==> config.mk <==
export PLATFORM = sky130hd
export DESIGN_NAME = i_bus_arbiter
export DESIGN_NICKNAME = d
export VERILOG_FILES = /design/src/rtl/i_bus_arbiter.sv
export SDC_FILE = /design/constraint.sdc
export NUM_CORES = 1
export LEC_CHECK = 0
export BUFFER_PORTS_ARGS = -buffer_cell sky130_fd_sc_hd__buf_2
export CORE_AREA = 2 2 104 106
export CTS_BUF_LIST = sky130_fd_sc_hd__clkbuf_8
export DETAILED_ROUTE_END_ITERATION = 6
export DIE_AREA = 0 0 106 108
export PLACE_DENSITY = 0.78
export SKIP_LAST_GASP = 1
export SLEW_MARGIN = 40
export SYNTH_ARGS = -nofsm -noshare
export SYNTH_HDL_FRONTEND = slang
export SYNTH_SLANG_ARGS = --single-unit
==> constraint.sdc <==
create_clock -name CLK -period 2.65 [get_ports CLK]
set_input_delay 0.3975 -clock CLK [delete_from_list [all_inputs] [get_ports CLK]]
set_output_delay 0.3975 -clock CLK [all_outputs]
set_load 0.005 [all_outputs]
==> src/rtl/i_bus_arbiter.sv <==
// Round-robin arbiter that shares one instruction-memory port between two cores.
// The grant is held until the fetch completes or the core withdraws its request.
module i_bus_arbiter #(
  parameter int WORD_W = 32,
  parameter int CNT_W  = 32
) (
  input  logic              CLK,
  input  logic              RST,
  input  logic [1:0]        iREN,
  input  logic [WORD_W-1:0] iaddr0,
  input  logic [WORD_W-1:0] iaddr1,
  input  logic              ram_iwait,
  input  logic [WORD_W-1:0] ram_iload,
  output logic              ram_iREN,
  output logic [WORD_W-1:0] ram_iaddr,
  output logic [1:0]        iwait,
  output logic [WORD_W-1:0] iload0,
  output logic [WORD_W-1:0] iload1,
  output logic [1:0]        grant,
  output logic [CNT_W-1:0]  fetch_cnt0,
  output logic [CNT_W-1:0]  fetch_cnt1
);

  typedef enum logic [1:0] {IDLE, SERVE0, SERVE1} state_t;

  state_t state, next_state;
  logic   last;
  logic   done0, done1;

  always_ff @(posedge CLK) begin
    if (RST) begin
      state      <= IDLE;
      last       <= 1'b1;
      fetch_cnt0 <= '0;
      fetch_cnt1 <= '0;
    end else begin
      state <= next_state;
      if (done0) begin
        last       <= 1'b0;
        fetch_cnt0 <= fetch_cnt0 + CNT_W'(1);
      end
      if (done1) begin
        last       <= 1'b1;
        fetch_cnt1 <= fetch_cnt1 + CNT_W'(1);
      end
    end
  end

  always_comb begin
    next_state = state;
    ram_iREN   = 1'b0;
    ram_iaddr  = '0;
    iwait      = iREN;
    iload0     = '0;
    iload1     = '0;
    grant      = 2'b00;
    done0      = 1'b0;
    done1      = 1'b0;
    case (state)
      IDLE: begin
        case (iREN)
          2'b01:   next_state = SERVE0;
          2'b10:   next_state = SERVE1;
          2'b11:   next_state = last ? SERVE0 : SERVE1;
          default: next_state = IDLE;
        endcase
      end
      SERVE0: begin
        grant     = 2'b01;
        ram_iREN  = iREN[0];
        ram_iaddr = iaddr0;
        iwait[0]  = iREN[0] & ram_iwait;
        iload0    = ram_iload;
        // Leave on completion or withdrawal; the other core goes straight in if waiting.
        if (!iREN[0] || !ram_iwait) begin
          done0      = iREN[0];
          next_state = iREN[1] ? SERVE1 : IDLE;
        end
      end
      SERVE1: begin
        grant     = 2'b10;
        ram_iREN  = iREN[1];
        ram_iaddr = iaddr1;
        iwait[1]  = iREN[1] & ram_iwait;
        iload1    = ram_iload;
        if (!iREN[1] || !ram_iwait) begin
          done1      = iREN[1];
          next_state = iREN[0] ? SERVE0 : IDLE;
        end
      end
      default: next_state = IDLE;
    endcase
  end

endmodule

==> results.md, run 1 <==
- DR iter-0 viols: 165
- Root Driver: clkbuf_8
- Yosys top cell by area: dfxtp_1
- Initial antenna violation count: 5
- GRT overflow: 0
- Top-count cell post-synth: nor2_1
- Static leakage: roughly 2.9 nW
- Tightest Pin Transition: 0.624 ns
- Setup violators final: 0
- Cell variety after synth: between 40 and 50
- Port buffer count: 265
- Cells after DPL: slightly below 900
- RSZ-0062 raised after global routing: no
- CTS tree: built
- Fill count: slightly above 1000
- First-pass DRT Iterations: 4
- H-tree depth: 3
- Initial Util: 39.5%
- Fin. Hold Viols: 0
- Mean post-synth cell area: slightly above 8 um^2
- CTS Sinks: 67
- Final max-slew violation count: 0
- First-pass GRT wire length: 20.9 mm
- Post-CTS Setup Inserts: 0
- Die span in x: ~110 um
- Worst-path clk slew: 0.07 ns
- Arrival time of the worst setup path: a little under 2 ns
- Share of cells above drive strength 1: between 40% and 50%
- FP Rows: 37
- Post-synth top flop: dfxtp_1
- Post-synth top area share: around 33%
- Clk_skew: roughly 0.0062 ns
- Longest Clk Path Bufs: 2
- Status: finished clean
- Commonest cells post-synth: nor2_1 (71), dfxtp_1 (67), and2_1 (66)
- Syn Inst Count: 497
- Nets: 862
- Routed vias/inst: 4.99
- GPL Wtd Cong: 0.845
- Routed vias: around 4500
- Slowest cell on crit path: buf_4
- Top post-synthesis cells by area: dfxtp_1 (33%), xor2_1 (11%), and2_1 (10%), nor2_1 (6.6%), a22oi_1 (6.1%)
- Routed wire length: around 13 mm
- Core area: between 0.01 and 0.015 mm^2
- Gr usage total: a little under a quarter
- DP HPWL: between 10 and 15 mm
- Largest net degree at the start of global routing: between 50 and 60
- CP top delay family: buffers and inverters
- Worst endpoint required time: between 2 and 2.5 ns
- Fmax: 422 MHz
- Die height: 108 um
- Tcrit/Tclk final: 89.5%
- Sequential fraction of the synthesis area: approximately 33%
- Crit path kind: flop to output pin
- ANT nets after route: 0
- Number of synthesized flops with an enable pin: 0
- CP startpoint kind: flop
- Area grow syn2layout: 41.8%
- Synthesized area: a little over 0.004 mm^2
- CTS Hold Bufs: 0
- Peak VDD IR: roughly 340 uV
- CTS buffer count: 9
- # DRC: 0
- Flops & latches, synth: 67
- Crit Path Max Fanout: 50
- I/O Pins: 266
- Worst path max stage delay: approximately 0.39 ns
- Post-route setup slack: between 0.2 and 0.3 ns
- CP cell instances: inv_1, ha_2, buf_4, a22oi_1, nor2b_1, buf_2
- Max-cap violation count: 0
- TNS Setup: 0 ns
- Slew Limit Headroom: approximately three fifths
- Resized Gates After CTS: 0
- Post-synth ARST share: 0%
- Fin util: around 56%
- Synthesized Nets: just over 600
- Worst slack, placed: between 0.6 and 0.7 ns
- Clock Latency Late Sink: around 0.34 ns
- Min Tclk post-route: between 2 and 2.5 ns
- Wire length per cell: 15.0 um
- HP Class: input port to flop
- Vias in the first global route: a little over 4000
- Crit end category: output pin
- Full die area: around 0.011 mm^2
- Pwr Density: about 410 mW/mm^2
- CP bufs+invs: 3
- Final Non-Filler Cells: between 800 and 900
- YS warnings: 0
[power by group]
part	internal (W)	switching [W]	leakage [nW]
clock network	0.000576	0.000388	0.117
registers	0.00101	0.00000510	0.540
logic	0.000188	0.000194	2.27
[registers in the layout (all words and copies together), names as in the netlist]
name        cells
fetch_cnt0     32
fetch_cnt1     32
state           2
last            1
[placed cells by master, fill, tap and decap left out, types with 2 or more instances in the layout]
cell,n
dfxtp_1,67
nor4_4,2
a21boi_0,2
nand4_1,29
inv_1,5
clkbuf_8,11
buf_4,10
ha_2,2
nor4b_1,2
or4_1,2
xnor2_1,6
xor2_1,52
nor2_1,71
o21ai_0,3
and2_1,66
nor3_1,3
ha_1,5
and3_1,8
a21oi_1,6
nor4_1,2
bufinv_16,2
nor2b_1,35
diode_2,2
a22oi_1,33
and4_1,5
nand3_1,20
nand2_1,27
buf_2,265
[per-stage QoR]
step / instance area [um^2] / power, W / hold WS, ns
5_1_grt: 5730 / 0.00247 / 0.502
6_report: 5730 / 0.00236 / 0.493
2_1_floorplan: 4040 / 0.00122 / 0.457
4_1_cts: 5730 / 0.00239 / 0.473
3_3_place_gp: 5500 / 0.00142 / 0.495
3_5_place_dp: 5500 / 0.00142 / 0.500
[logic make-up after synthesis]
group	after synthesis	share of synthesized area [%]
and+or+nand+nor	285	40.5
DFF	67	33.2
xor gates and xnor gates	58	12.6
AOI/OAI and AO/OA	46	8.05
buffers and inverters	33	3.28
adders and majority gates	7	2.17
muxes	1	0.248
[worst reg2reg max path: cells and delay by family (launching register included)]
family / cells / cell delay, ns
AND/OR/NAND/NOR: 5 / 1.07
flip-flops: 1 / 0.34
buffers and inverters: 2 / 0.30
adder cells (fa/ha/maj): 1 / 0.24
[per-layer routing]
layer / vias to the layer above / track usage [%] / share of wire, %
li1: 2202 / - / -
met3: 27 / 10.7 / 11
met2: 193 / 37.4 / 45
met5: - / 0 / 0.24
met4: 6 / 7.71 / 2.2
met1: 2048 / 26.8 / 41
[worst paths after layout]
path | slack (ns) | cells past startpoint | start | end
max reg2reg | 0.64 | 8 | state[1] | fetch_cnt0[31]
min | 0.49 | 3 | ram_iwait | last
min reg2reg | 0.52 | 2 | last | last
max | 0.28 | 6 | state[0] | ram_iaddr[20]
[final cells by class]
| cell class | count | area (um^2) | share of cell area (%) |
|---|---|---|---|
| multi-input cells | 397 | 2570 | 44.9 |
| well taps | 136 | 170 | 2.97 |
| inverters | 4 | 15.0 | 0.262 |
| flip-flops and latches | 67 | 1340 | 23.4 |
| diodes | 2 | 5.00 | 0.0873 |
| clock buffers | 11 | 151 | 2.64 |
| clock inverters | 5 | 76.3 | 1.33 |
| repair buffers | 275 | 1400 | 24.4 |
No activity file was read; power rests on OpenSTA's default activity.
==> inputs of run 2 (changes only) <==
--- a/config.mk
+++ b/config.mk
@@ -6,11 +6,11 @@
 export NUM_CORES = 1
 export LEC_CHECK = 0
 export BUFFER_PORTS_ARGS = -buffer_cell sky130_fd_sc_hd__buf_2
-export CORE_AREA = 2 2 104 106
+export CORE_AREA = 2 2 102 104
 export CTS_BUF_LIST = sky130_fd_sc_hd__clkbuf_8
 export DETAILED_ROUTE_END_ITERATION = 6
-export DIE_AREA = 0 0 106 108
-export PLACE_DENSITY = 0.78
+export DIE_AREA = 0 0 104 106
+export PLACE_DENSITY = 0.8
 export SKIP_LAST_GASP = 1
 export SLEW_MARGIN = 40
 export SYNTH_ARGS = -nofsm -noshare
==> results.md, run 2 (synthesized netlist as in run 1, its figures left out) <==
- First-pass GRT wire length: 20.6 mm (-1.4%)
- Crit end category: output pin
- Area grow syn2layout: 41.4%
- Final hold slack: 0.512 ns (+0.0194 ns)
- Fin. Hold Viols: 0 (unchanged)
- Share of cells above drive strength 1: 40.0% (-0.18 points)
- CTS tree: built
- Die height: 106 um (-1.9%)
- CTS buffer count: 9 (unchanged)
- HP Class: flop to flop
- Commonest non-fill, non-tap cell in the layout: buf_2
- Full die area: 0.0110 mm^2 (-3.7%)
- GRT overflow: 0 (unchanged)
- Pwr Density: 409 mW/mm^2 (-0.61%)
- Root Driver: clkbuf_8
- Crit path kind: flop to output pin
- Die span in x: 104 um (-1.9%)
- H-tree depth: 3 (unchanged)
- WHS Path Cells: 2 (-1)
- Tcrit/Tclk final: 91.2% (+1.7 points)
- Fmax: 414 MHz (-1.9%)
- Slew Limit Headroom: 53.2% (-4.9 points)
- Worst endpoint required time: 2.25 ns (about the same)
- Routed vias/inst: 4.94 (-0.92%)
- Initial Util: 40.4% (+0.91 points)
- Largest net degree at the start of global routing: 69 (+35%)
- Final max-slew violation count: 0 (unchanged)
- Arrival time of the worst setup path: 2.02 ns (+0.05 ns)
- ANT nets after route: 0 (unchanged)
- Min Tclk post-route: 2.42 ns (+0.0448 ns)
- Initial antenna violation count: 3 (-2)
- Fill count: 958 (-5.1%)
- Clock Latency Late Sink: 0.34 ns (about the same)
- Tightest Pin Transition: 0.697 ns (+0.0726 ns)
- I/O Pins: 266 (unchanged)
- Core area: 0.0100 mm^2 (-2.3%)
- Vias in the first global route: 4037 (-2.0%)
- Worst R2R Path Depth: 8 (unchanged)
- Register area: 0.00134 mm^2 (unchanged)
- Nets: 858 (-0.46%)
- CTS Sinks: 67 (unchanged)
- Wire length per cell: 14.6 um (-2.6%)
- Max-cap violation count: 0 (unchanged)
- Most frequent cells in the layout: buf_2 (265), nor2_1 (71), dfxtp_1 (67), and2_1 (66), xor2_1 (52)
- Crit Path Max Fanout: 68 (+36%)
- CTS Hold Bufs: 0 (unchanged)
- Biggest regs: fetch_cnt0: 32 flops, fetch_cnt1: 32 flops, state: 2 flops
- Setup violators final: 0 (unchanged)
- Static leakage: 2.91 nW (-0.51%)
- Status: finished clean
- Longest Clk Path Bufs: 2 (unchanged)
- DR iter-0 viols: 189 (+15%)
- First-pass DRT Iterations: 4 (unchanged)
- TNS Setup: 0 ns (unchanged)
- Port buffer count: 265 (unchanged)
- Peak VDD IR: 309 uV (-10%)
- Routed wire length: 13.0 mm (-3.1%)
- # DRC: 0 (unchanged)
- Clk_skew: 0.0107 ns (+0.00445 ns)
- GPL Wtd Cong: 0.872 (+3.3%)
- Routed vias: 4410 (-1.5%)
- Multi-input combinational cell area: 0.00257 mm^2 (unchanged)
- Gr usage total: 23.1% (+0.11 points)
- RSZ-0062 raised after global routing: no
- FP Rows: 37 (unchanged)
- DP HPWL: 10.2 mm (-3.4%)
- Worst-path clk slew: 0.07 ns (about the same)
- CP startpoint kind: flop
[run 2: cell types whose count changed in the layout (fill, tap and decap cells not counted), sizes merged]
cell and delta:
buf -4, diode -1, clkbuf -1, clkinvlp -1, clkinv +2
[run 2: per-layer routing]
layer | global-route usage (%) | wire length, um
met1 | 27.9 | 5520
met2 | 39.0 | 6190
met3 | 8.58 | 1110
met4 | 5.60 | 165
met5 | 0 | 24
[run 2: layout make-up]
class / count / area share [%]
sequential: 67 / 23.5
clock inverter: 6 / 1.53
tap: 136 / 2.98
inverter: 4 / 0.263
timing repair buffer: 271 / 24.3
antenna: 1 / 0.0438
multi-input combinational: 397 / 45.0
clock buffer: 10 / 2.41
[run 2: power breakdown]
part	internal (W)	switching, W	leakage (nW)
Clock	0.000557	0.000392	0.117
Combinational	0.000185	0.000189	2.26
Sequential	0.00101	0.00000553	0.540
Total	0.00175	0.000587	2.91
[run 2: per-stage QoR]
stage | power [W] | instances | utilization, % | instance area, um^2 | setup slack, ns
2_1_floorplan | 0.00122 | 497 | - | 4040 | 0.682
3_3_place_gp | 0.00141 | 875 | 54.8 | 5480 | 0.468
3_5_place_dp | 0.00141 | 875 | 54.8 | 5480 | 0.445
4_1_cts | 0.00237 | 891 | 57.1 | 5710 | 0.0716
5_1_grt | 0.00246 | 892 | 57.2 | 5720 | 0.0511
6_report | 0.00234 | 892 | 57.2 | 5720 | 0.234
[run 2: worst max-delay path, stage by stage, from the launching register on]
cell	delay, ns
dfxtp_1	0.35
inv_1	0.11
ha_2	0.19
buf_4	0.47
a22oi_1	0.23
nor2b_1	0.17
buf_2	0.14
[run 2: what timing repair did]
action                                  4_1_cts  5_1_grt
buffers inserted                              0        0
endpoints found under the setup margin        0        1
resized for setup                             0        1
[run 2: final timing paths]
| path | slack (ns) | from | end |
|---|---|---|---|
| setup reg to reg | 0.56 | state[1] | fetch_cnt0[25] |
| hold / removal | 0.51 | last | last |
| setup / recovery | 0.23 | state[1] | ram_iaddr[31] |
| hold reg to reg | 0.51 | last | last |
==> inputs of run 3 (changes only) <==
--- a/config.mk
+++ b/config.mk
@@ -11,6 +11,7 @@
 export DETAILED_ROUTE_END_ITERATION = 6
 export DIE_AREA = 0 0 104 106
 export PLACE_DENSITY = 0.8
+export REMOVE_ABC_BUFFERS = 1
 export SKIP_LAST_GASP = 1
 export SLEW_MARGIN = 40
 export SYNTH_ARGS = -nofsm -noshare
==> results.md, run 3 (synthesized netlist as in run 1, its figures left out) <==
- Arrival time of the worst setup path: 2.15 ns (+0.13 ns)
- DP HPWL: 12.9 mm (+27%)
- Critical Path Source: state[0]
- Status: finished clean
- Slew Limit Headroom: 57.5% (+4.3 points)
- CTS buffer count: 9 (unchanged)
- HP Class: input port to flop
- Nets: 858 (unchanged)
- Worst path max stage delay: 0.55 ns (+0.08 ns)
- Fin. Hold Viols: 0 (unchanged)
- Gr usage total: 28.6% (+5.6 points)
- Final Non-Filler Cells: 906 (+1.6%)
- CP top delay family: compound AO/OA/AOI/OAI gates
- # DRC: 0 (unchanged)
- ANT nets after route: 0 (unchanged)
- Worst endpoint required time: 2.25 ns (about the same)
- CP bufs+invs: 3 (unchanged)
- Core area: 0.0100 mm^2 (unchanged)
- Die span in x: 104 um (unchanged)
- Full die area: 0.0110 mm^2 (unchanged)
- Area grow syn2layout: 41.9%
- H-tree depth: 3 (unchanged)
- Worst r2r src: state[0]
- Max-cap violation count: 0 (unchanged)
- Tightest Pin Transition: 0.632 ns (-0.0645 ns)
- Initial antenna violation count: 21 (+18)
- CTS tree: built
- Static leakage: 2.89 nW (-0.94%)
- Vias in the first global route: 4290 (+6.3%)
- Crit end category: output pin
- Slowest cell on crit path: a22oi_1
- Pwr Density: 390 mW/mm^2 (-4.8%)
- Share of cells above drive strength 1: 40.4% (+0.40 points)
- Largest net degree at the start of global routing: 70 (+1.4%)
- CP startpoint kind: flop
- Biggest regs: fetch_cnt0: 32 flops, fetch_cnt1: 32 flops, state: 2 flops
- Port buffer count: 265 (unchanged)
- Hold Crit Start: iREN[1]
- Routed vias: 4591 (+4.1%)
- Clk_skew: 0.00606 ns (-0.00460 ns)
- CTS Sinks: 67 (unchanged)
- CP cell instances: inv_1, ha_2, buf_6, a22oi_1, nor2b_1, buf_2
- Cells after DPL: 875 (unchanged)
- First-pass DRT Iterations: 5 (+1)
- Root Driver: clkbuf_8
- GRT overflow: 0 (unchanged)
- Commonest non-fill, non-tap cell in the layout: buf_2
- Most frequent cells in the layout: buf_2 (265), nor2_1 (71), dfxtp_1 (67), and2_1 (66), xor2_1 (52)
- GPL Wtd Cong: 0.983 (+13%)
- Routed vias/inst: 5.07 (+2.5%)
- Wire length per cell: 17.6 um (+21%)
- FP Rows: 37 (unchanged)
- Peak VDD IR: 245 uV (-21%)
- RSZ-0062 raised after global routing: no
- First-pass GRT wire length: 24.2 mm (+17%)
- Setup violators final: 0 (unchanged)
- Min Tclk post-route: 2.55 ns (+0.133 ns)
- Crit Path Max Fanout: 66 (-2.9%)
- DR iter-0 viols: 231 (+22%)
- Longest Clk Path Bufs: 2 (unchanged)
- Placed inst area: 0.00550 mm^2 (+0.23%)
- Tcrit/Tclk final: 96.2% (+5.0 points)
- Worst-path clk slew: 0.08 ns (about the same)
- Crit path kind: flop to output pin
- I/O Pins: 266 (unchanged)
- Fmax: 392 MHz (-5.2%)
- Post-route cell area: 0.00574 mm^2 (+0.37%)
- Initial Util: 40.4% (unchanged)
- Die height: 106 um (unchanged)
- Clock Latency Late Sink: 0.34 ns (about the same)
- Final max-slew violation count: 0 (unchanged)
- Routed wire length: 16.0 mm (+23%)
==> run 3: cell types whose count changed in the layout (fill, tap and decap cells not counted), moves of 2 or more <==
cell and delta:
clkinvlp_4 +3, a22oi_1 -3, clkinv_2 -2, bufinv_16 -2, diode_2 +14, inv_6 +2
a22oi_2 +3
==> run 3: cell type report <==
cell class	instances	area [um^2]
Multi-Input combinational cell	397	2590
Tap cell	136	170
Sequential cell	67	1340
Antenna cell	15	37.5
Inverter	4	15.0
Timing Repair Buffer	271	1400
Fill cell	951	4260
Clock inverter	7	60.1
Clock buffer	9	124
==> run 3: repair_timing <==
item                                    CTS  global route
hold buffers                              0             0
gates resized for setup                   2             2
endpoints found under the setup margin    2            10
buffers inserted                          0             0
==> run 3: through the flow <==
| stage | worst slack [ns] | total power, W | TNS [ns] | hold WS, ns | util, % |
|---|---|---|---|---|---|
| after floorplan | -0.341 | 0.00120 | -4.66 | 0.457 | - |
| after global placement | 0.397 | 0.00144 | 0 | 0.482 | 55.0 |
| after detailed placement | 0.364 | 0.00144 | 0 | 0.495 | 55.0 |
| after CTS | 0.0306 | 0.00225 | 0 | 0.469 | 56.9 |
| after global routing | 0.00328 | 0.00234 | 0 | 0.505 | 57.2 |
| final | 0.101 | 0.00224 | 0 | 0.493 | 57.4 |
==> run 3: path summary, 6_finish.rpt <==
check	end	slack, ns	cells past startpoint
setup / recovery	ram_iaddr[10]	0.10	6
hold / removal	last	0.49	3
setup reg to reg	fetch_cnt1[31]	0.59	7
hold reg to reg	last	0.50	2
==> run 3: report_power, final <==
part / total [W] / internal (W) / switching [W]
Clock: 0.000801 / 0.000355 / 0.000445
Sequential: 0.00101 / 0.00101 / 0.00000516
Combinational: 0.000420 / 0.000193 / 0.000227
Total: 0.00224 / 0.00156 / 0.000677
==> run 3: metal layers <==
metal	part of all wire [%]	up-vias	track usage, %
met2	39	248	39.0
met4	3.3	10	11.8
met1	40	2074	33.0
li1	-	2223	-
met5	0.42	-	0
met3	18	36	22.4
==> run 3: worst min-delay path, delay by kind of cell <==
kind	cells	cell delay (ns)
buf+inv	1	0.15
simple gates	2	0.23
